## src/rtl/pipeline_buffer.sv

```systemverilog
// pipeline_buffer: elastic FIFO between two pipeline stages.
//
// Upstream side uses DIR/ack_from_buffer. Downstream side uses DOR/ack_to_buffer.
// The buffer holds up to DEPTH words of WIDTH bits in FIFO order. A synchronous
// flush empties it.
//
// Ports:
//   clk             rising-edge clock
//   reset           asynchronous active-low reset
//   flush           synchronous discard of all entries; has priority over push/pop
//   DIR, data_in    upstream word offer
//   ack_from_buffer word accepted this cycle (not full and out of reset)
//   DOR, data_out   head word valid / head word (zero when empty)
//   ack_to_buffer   downstream takes the head word this cycle
//   count           occupancy, 0..DEPTH
//   full, empty     count == DEPTH / count == 0
//   almost_full     count >= AF_LEVEL
module pipeline_buffer #(
  parameter int unsigned WIDTH    = 32,
  parameter int unsigned DEPTH    = 4,
  parameter int unsigned AF_LEVEL = DEPTH - 1,
  localparam int unsigned AW      = $clog2(DEPTH)
) (
  input  logic             clk,
  input  logic             reset,
  input  logic             flush,
  input  logic             DIR,
  output logic             ack_from_buffer,
  input  logic [WIDTH-1:0] data_in,
  output logic             DOR,
  input  logic             ack_to_buffer,
  output logic [WIDTH-1:0] data_out,
  output logic [AW:0]      count,
  output logic             full,
  output logic             empty,
  output logic             almost_full
);

  localparam logic [AW:0] DepthCnt = (AW + 1)'(DEPTH);
  localparam logic [AW:0] AfCnt    = (AW + 1)'(AF_LEVEL);

  logic [WIDTH-1:0] mem_q [DEPTH];
  logic [AW-1:0]    wr_ptr_q, wr_ptr_d;
  logic [AW-1:0]    rd_ptr_q, rd_ptr_d;
  logic [AW:0]      count_q, count_d;
  logic             push, pop;

  // Status comes only from the registered count, so no pass-through when full.
  always_comb begin
    full            = (count_q == DepthCnt);
    empty           = (count_q == '0);
    almost_full     = (count_q >= AfCnt);
    count           = count_q;
    ack_from_buffer = !full && reset;
    DOR             = !empty;
    data_out        = DOR ? mem_q[rd_ptr_q] : '0;
  end

  // Flush discards any same-cycle transfer on both sides.
  always_comb begin
    push = DIR && ack_from_buffer && !flush;
    pop  = DOR && ack_to_buffer && !flush;
  end

  always_comb begin
    wr_ptr_d = wr_ptr_q;
    rd_ptr_d = rd_ptr_q;
    count_d  = count_q;
    if (flush) begin
      wr_ptr_d = '0;
      rd_ptr_d = '0;
      count_d  = '0;
    end else begin
      if (push) wr_ptr_d = wr_ptr_q + AW'(1);
      if (pop)  rd_ptr_d = rd_ptr_q + AW'(1);
      unique case ({push, pop})
        2'b10:   count_d = count_q + (AW + 1)'(1);
        2'b01:   count_d = count_q - (AW + 1)'(1);
        default: count_d = count_q;
      endcase
    end
  end

  always_ff @(posedge clk or negedge reset) begin
    if (!reset) begin
      wr_ptr_q <= '0;
      rd_ptr_q <= '0;
      count_q  <= '0;
    end else begin
      wr_ptr_q <= wr_ptr_d;
      rd_ptr_q <= rd_ptr_d;
      count_q  <= count_d;
    end
  end

  // Storage needs no reset: data_out is gated by DOR.
  always_ff @(posedge clk) begin
    if (push) mem_q[wr_ptr_q] <= data_in;
  end

endmodule

```

## config.mk

```make
export PLATFORM = sky130hd
export DESIGN_NAME = pipeline_buffer
export DESIGN_NICKNAME = d
export VERILOG_FILES = /design/src/rtl/pipeline_buffer.sv
export SDC_FILE = /design/constraint.sdc
export NUM_CORES = 1
export LEC_CHECK = 0
export CAP_MARGIN = 30
export CORE_UTILIZATION = 25
export DETAILED_ROUTE_END_ITERATION = 6
export PLACE_DENSITY = 0.5
export SYNTH_ARGS = -nofsm -noshare
export SYNTH_HDL_FRONTEND = slang
export SYNTH_SLANG_ARGS = --single-unit
```

## constraint.sdc

```tcl
create_clock -name clk -period 7.75 [get_ports clk]
set_clock_uncertainty 0.2 [all_clocks]
set_input_delay 1.1625 -clock clk [delete_from_list [all_inputs] [get_ports clk]]
set_output_delay 1.1625 -clock clk [all_outputs]
set_load 0.05 [all_outputs]
```

==> results of run 1 <==
==> worst paths after layout <==
check / depth (start not counted) / slack, ps / end / from
min in group asynchronous: 1 / 870 / wr_ptr_q[1] / reset
setup reg to reg: 7 / 4800 / count[2] / count[0]
setup / recovery: 3 / 3450 / ack_from_buffer / reset
hold / removal: 2 / 400 / wr_ptr_q[1] / wr_ptr_q[1]
hold reg to reg: 2 / 400 / wr_ptr_q[1] / wr_ptr_q[1]
max in group asynchronous: 1 / 6140 / rd_ptr_q[0] / reset
==> kinds of logic after synthesis <==
| logic type | after synthesis |
|---|---|
| mux | 34 |
| xor+xnor | 3 |
| flops | 135 |
| simple gates | 58 |
| compound gates | 9 |
| buf+inv | 16 |
| fa+ha+maj | 5 |
==> power by group through the flow <==
stage | combinational [mW] | sequential [mW] | clock, mW
floorplan | 0.468 | 0.855 | 0
global placement | 0.686 | 0.851 | 0
detailed placement | 0.688 | 0.852 | 0
CTS | 0.690 | 0.837 | 0.797
global route | 0.717 | 0.839 | 0.831
finish | 0.674 | 0.836 | 0.782
==> registers in the layout, indices dropped and copies added, names as in the netlist <==
name,count
wr_ptr_q,2
mem_q,128
rd_ptr_q,2
count,3
==> cells in the mapped netlist, drive strengths merged <==
cell type  count  share of area [%]
mux2i          1               0.19
xor2           2               0.33
mux4          32                 13
and2          36                4.2
nand2b         2               0.23
nand4          1               0.12
o21ai          3               0.28
a31oi          1               0.12
edfxtp       128                 72
nor3b          1               0.23
dfrtp          7                3.3
nand2          4               0.28
nor3           2               0.19
nand3          1              0.093
clkinv         1              0.093
a21o           2               0.33
or3b           1               0.16
mux2           1               0.28
buf            7               0.86
clkbuf         6               0.42
and2b          1               0.16
nor2           6               0.47
nand4b         1               0.16
o211ai         1               0.14
xnor2          1               0.16
ha             4               0.93
or3            1               0.12
fa             1               0.37
a21oi          1              0.093
inv            2               0.14
o221a          1               0.37
nor2b          1               0.12
==> metrics by stage <==
step	cell area (sq um)	utilization (%)	worst slack [ps]	instances	hold slack, ps
after global placement	6420	30.6	3450	600	381
after CTS	7020	33.4	3410	633	393
after detailed placement	6440	30.6	3430	601	384
after global routing	7040	33.5	3310	634	439
final	7040	33.5	3450	635	398
after floorplan	5360	-	4230	260	360
==> worst max-delay path: stages <==
cell and delay, ps:
sky130_fd_sc_hd__clkdlybuf4s50_1 760, sky130_fd_sc_hd__and2b_2 220, sky130_fd_sc_hd__clkdlybuf4s50_1 800
==> final cells by class <==
type                       count  area (sq um)
fill                        1989         14000
sequential                   135          4020
multi-input combinational    109          1270
timing repair buffer          80           816
clock buffer                  18           429
tap                          275           344
clock inverter                14           150
inverter                       3          12.5
antenna                        1          2.50
==> layer usage <==
metal	GRT usage, %	vias up
met5	0	-
met4	5.00	0
met3	3.16	15
met2	17.0	63
met1	11.6	1340
li1	-	1210
==> impl_summary.md, run 1 <==
Route
The wire length on met1 is 4280 um. The average routed wire per standard cell is 16.3 um. In this run the top signal layer used is met4. For this block, the initial DRC count from the detailed router was 124. The detailed-route DRC error count is 0. The detailed-route via count is 2,628. Once detail routing completed, the nets flagged for antenna violations numbered 0.

The detailed-router iteration count before antenna repair is 4. The sum of met2 wire segment lengths after detailed routing is 5320 um. After detailed routing, the met3 layer carries 554 um of wire. In the routed layout, each cell is associated on average with a via count of 4.14. The routed design has slightly above 10,000 um of wire.

Power and ir drop
Across the VDD grid, the largest voltage drop is 0.163 mV. Dividing total power by cell area gives a power density of 325 nW/um^2. Power comes to roughly 2.3 mW. The analysis attributes to net switching a power of 741 uW. The cell internal power dissipation is 1.55 mW. Combinational logic burns 29.4% of the power. Net switching is approximately a third of the power.

Registers are responsible for 36.5% of the overall power. The part of the total power dissipated in the clock network is 34.1%. For this design the static power due to leakage is 2.23 nW.

STA
The share of the cycle needed by the critical path after routing is 55.5%. Setup repair after global routing left no endpoint under its margin. At the pin with the least slew margin, the transition time is about 950 ps. The final number of max-transition violations came to 0.

Setup violations remaining at the end of the flow were counted as 0. The final hold violation count was 0. The clock period could shrink to 4300 ps. The final total negative setup slack is 0 ps. The worst pin sits at a relative slew slack of 36.9%. Timing would allow up to 233 MHz.

Run
The tool flagged a number of max-cap violations equal to 0.

Clock network
Counting every sink on the clock net gives between 100 and 150. The TritonCTS clock tree is built. The largest buffer count on any clock path is 2.

The number of buffers created by CTS is 17. The count of buffers added by post-CTS timing repair for setup is 0. The root buffer cell chosen for the clock tree is sky130_fd_sc_hd__clkbuf_16. Post-CTS repair changed the size of 0 cells. The number of buffers inserted for hold repair after clock tree synthesis is 0. The clock reaches the later pin of the worst-skew pair after ~410 ps. CTS built an H-tree with a depth of 4. After clock tree synthesis, the clock-pin slew on the worst setup and hold paths is 60 ps.

Final layout
The signed area change from the synthesized netlist to the final layout is 31.3%. The top cell types in the final layout, fill and taps aside, are sky130_fd_sc_hd__edfxtp_1 (128), sky130_fd_sc_hd__clkdlybuf4s50_1 (76), sky130_fd_sc_hd__mux4_2 (32), sky130_fd_sc_hd__and2_1 (32), sky130_fd_sc_hd__clkbuf_16 (17). The number of nets in the layout is ~390. Cells with a size suffix above 1 make up 22.3% of the layout.

The most frequent standard cell in the layout excluding fill and tap cells is sky130_fd_sc_hd__edfxtp_1.

Synthesis
The mux cell area share after synthesis is 13.9%. The cell area that synthesis handed to floorplanning was 5360 sq um. The number of unique standard cell types used by synthesis is 35. The yosys synthesis warning count is 0. Of the total synthesized cell area, the portion taken by AND, OR, NAND and NOR gates is 6.53%. The post-synthesis average cell area is 20.6 sq um.

The post-synthesis sequential element count is 135. After Yosys synthesis, XOR and XNOR cells account for 0.490% of the synthesized area. The area fraction in compound gates after synthesis is 1.33%.

Of the total synthesized cell area, the portion taken by full adders, half adders and majority gates is 1.31%. The post-synthesis instance total is 260. The fraction of the yosys area taken by sequential cells is 74.9%.

After synthesis, the largest family of logic cells by area is multiplexers. Counting every net in the synthesized netlist gives ~300.

Floorplan
Once the floorplan was initialized, standard cells occupied between 20% and 30% of the core. The core region is between 20,000 and 25,000 sq um. The number of top-level pins is 77. The die is roughly 150 um tall. The overall die area is 22,000 sq um. The die boundary width is 148 um. The site row count is 53.

Global routing
The global-route wire length before repair is between 15,000 and 20,000 um. The via count of the first global-routing pass is 2,887. The largest net degree at the start of global routing is 35. The total overflow left after global routing is 0. Global routing consumed, over all layers together, around a tenth of the routing resources. The number of antenna violations at the first check in global routing is 1.

Place
The total half-perimeter wirelength after legalization and detailed placement is 6060 um. The placer's final routability congestion estimate is 0.707. Buffers placed on the I/O ports in this run total 76.

Worst setup path
The element type at the critical path start is an input pin. The maximum fanout along the worst path is 11. The data required time at the worst endpoint is between 6000 and 7000 ps.

The type of the worst setup path is in -> out. STA puts the critical path data arrival time at ~2900 ps. STA classifies the critical path endpoint as an output pin.

Outcome
The flow ran to the end, and the final reports show no timing, DRC or antenna violations.

Worst hold path
The worst min-delay path category is reg -> reg.
Note: power is estimated with default switching activity, not from simulation.
==> run 2, diff against run 1 <==
--- a/config.mk
+++ b/config.mk
@@ -8,7 +8,7 @@
 export CAP_MARGIN = 30
 export CORE_UTILIZATION = 25
 export DETAILED_ROUTE_END_ITERATION = 6
-export PLACE_DENSITY = 0.5
+export PLACE_DENSITY = 0.51
 export SYNTH_ARGS = -nofsm -noshare
 export SYNTH_HDL_FRONTEND = slang
 export SYNTH_SLANG_ARGS = --single-unit
==> constraint.sdc (replaced) <==
create_clock -name clk -period 3.54 [get_ports clk]
set_clock_uncertainty 0.2 [all_clocks]
set_input_delay 0.531 -clock clk [delete_from_list [all_inputs] [get_ports clk]]
set_output_delay 0.531 -clock clk [all_outputs]
set_load 0.05 [all_outputs]
==> run 2 against run 1 <==
  * Power increased by 120%
  * Flip-flop and latch count unchanged
  * Register-to-register slack got worse by 4100 ps
  * Core utilization increased by 0.30 points
  * Via count increased by 1.9%
  * Critical endpoint is now data_out[4]
  * Largest power group unchanged
  * Global-route usage increased by 0.62 points
  * Final area increased by 0.91%
  * Hold slack got worse by 160 ps
  * Combinational power increased by 120%
  * Non-clock buffer count increased by 5
  * Worst setup slack got worse by 3100 ps
  * Clock-buffer cell count unchanged
==> impl_summary.md, run 2 (same netlist as run 1, synthesis figures left out) <==
STA
The final hold violation count came to 0 (unchanged). The final number of max-transition violations is 0 (unchanged). For the finished layout, the period the worst path requires is 3210 ps. The slew of the pin with the lowest slew margin was 505 ps (was 947 ps).

After layout, the worst path uses between 90% and 100% of the clock period. The worst slew slack as a fraction of its limit is 66.2% (was 36.9%). Derived from the worst setup path, the maximum achievable clock frequency is 311 MHz. The count of final setup violators is 0 (unchanged).

The final total negative setup slack was 0 ps (unchanged). RSZ-0062 raised after global routing: no (unchanged).

Global routing
The via count of the first global-routing pass is 2,928 (was 2,887). The global-route usage over all layers came to 10.7% (was 10.1%). The global-route wire length before repair is 16,700 um (was 15,800 um). The met3 track demand over resource in global routing is 3.50% (was 3.16%). The fraction of met2 tracks used by global routing is 17.4% (was 17.0%). The largest net degree at the start of global routing came to 37 (was 35).

The most utilized layer in the global route result is met2 (unchanged). The number of antenna violations at the first check in global routing is 0 (was 1). The fraction of met1 tracks used by global routing is 12.9% (was 11.6%).

The sum of overflow across all layers after global routing is 0 (unchanged).

Clock network
The number of buffers created by CTS is 17 (unchanged). The TritonCTS clock tree is built (unchanged). The count of buffers added by post-CTS timing repair for setup is 0 (unchanged). The clock latency of the later-clocked register in the worst-skew pair is 400 ps (was 410 ps). The count of H-tree levels built during CTS came to 4 (unchanged). The clock root buffer is sky130_fd_sc_hd__clkbuf_16 (unchanged). The CTS sink count came to 135 (unchanged). The clock transition at the registers of the reported paths is 50 ps (was 60 ps). The largest buffer count on any clock path is 2 (unchanged).

Worst setup path
The element type at the critical path start is a flip-flop (was input pin). The data required time at the worst endpoint is 2810 ps (was 6390 ps). The maximum fanout along the worst path was 26 (was 11). The type of the worst setup path is reg -> out (was in -> out). The data arrival time of the worst path came to 2480 ps (was 2940 ps). The startpoint of the most critical setup path is rd_ptr_q[0] (was reset).

The launching point of the worst reg2reg path is count[0] (unchanged). The critical path endpoint category is an output pin (unchanged).

Outcome
Run status: finished, final reports clean (unchanged).

Floorplan
The site row count was 53 (unchanged). The die boundary width came to 148 um (unchanged). The starting utilization of the core area is 25.5% (unchanged). The number of top-level pins is 77 (unchanged). The standard cell core area was 21,000 sq um (unchanged). The overall die area came to 22,000 sq um (unchanged). The height of the die came to 148 um (unchanged).

Final layout
Most frequent cells in the layout: sky130_fd_sc_hd__edfxtp_1 (128), sky130_fd_sc_hd__clkdlybuf4s50_1 (76), sky130_fd_sc_hd__mux4_2 (32), sky130_fd_sc_hd__and2_1 (32), sky130_fd_sc_hd__clkbuf_16 (17) (unchanged). The post-layout utilization of the core is 33.8% (was 33.5%). The signed area change from the synthesized netlist to the final layout is 32.5% (was 31.3%).

The number of nets in the layout was 393 (was 388). The share of cells above drive strength 1 is 23.1% (was 22.3%). The most frequent standard cell in the layout excluding fill and tap cells is sky130_fd_sc_hd__edfxtp_1 (unchanged). The antenna diode count is 0 (was 1). The register with the most flip-flops is mem_q (unchanged). The final design instance area without fill was 7110 sq um (was 7040 sq um). The number of flip-flops under the largest register name is 128 (unchanged).

Power and ir drop
The total power density per cell area was 700 nW/um^2 (was 325 nW/um^2). The leakage power total came to 2.27 nW (was 2.23 nW). The maximum VDD drop is 0.310 mV (was 0.163 mV).

Route
The aggregate routed wire length came to 10,800 um (was 10,300 um). The antenna violation net count after detailed routing is 0 (unchanged). The detailed-route via count was 2,677 (was 2,628). The DRC violation total after the first TritonRoute iteration is 137 (was 124).

The detailed-route DRC error count is 0 (unchanged). The via density per instance came to 4.19 (was 4.14). The average routed wire per standard cell is 17.0 um (was 16.3 um). The detailed-router iteration count before antenna repair is 4 (unchanged).

Place
The post-detailed-placement cell area is 6550 sq um (was 6440 sq um). The number of I/O port buffers is 76 (unchanged). The placer's final routability congestion estimate was 0.713 (was 0.707).

The total half-perimeter wirelength after legalization and detailed placement is 6600 um (was 6060 um).

Worst hold path
The worst min-delay path category was in -> async (was reg -> reg).

Run
The reported max-cap violation count is 0 (unchanged).
## run 2: stage by stage
stage	total power, mW	setup slack [ps]	hold WS [ps]	cells
after floorplan	2.90	625	35.4	260
after global placement	3.39	458	392	607
after detailed placement	3.40	446	422	607
after CTS	5.06	28.9	222	639
after global routing	5.19	211	246	639
final	4.97	326	240	639
## run 2: final timing paths
kind	to	cells past startpoint	slack, ps
setup / recovery	data_out[4]	4	330
hold / removal	count[1]	2	240
setup reg to reg	count[2]	7	750
hold reg to reg	wr_ptr_q[0]	2	420
max in group asynchronous	rd_ptr_q[0]	2	2760
min in group clk	wr_ptr_q[0]	2	420
## run 2: area by class of cell
cell class	instances	area [sq um]
inverter	3	12.5
multi-input combinational	109	1270
clock buffer	18	429
sequential	135	4020
timing repair buffer	85	903
clock inverter	14	124
fill	2002	13900
tap	275	344
## run 2: report_power, final
| part | internal [mW] | total [mW] | switching (mW) |
|---|---|---|---|
| sequential | 1.79 | 1.83 | 0.0352 |
| combinational | 0.584 | 1.51 | 0.925 |
| clock | 0.971 | 1.64 | 0.668 |
| total | 3.34 | 4.97 | 1.63 |
## run 2: what timing repair did
| action | 4_1_cts | 5_1_grt |
|---|---|---|
| gates resized for setup | 0 | 1 |
| endpoints found under the hold margin | 0 | 0 |
| hold buffers | 0 | 0 |
| endpoints found under the setup margin | 0 | 28 |
## run 2: worst max-delay path, cell delays in order (launching register included)
cell and delay [ps]:
sky130_fd_sc_hd__dfrtp_2 380, sky130_fd_sc_hd__buf_12 250, sky130_fd_sc_hd__mux4_2 560, sky130_fd_sc_hd__and2_1 180
sky130_fd_sc_hd__clkdlybuf4s50_1 690
## run 2: per-layer routing
layer,wire [um],share of wire (%)
met1,4760,44
met2,5440,50
met3,480,4.4
met4,150,1.4
met5,0,0
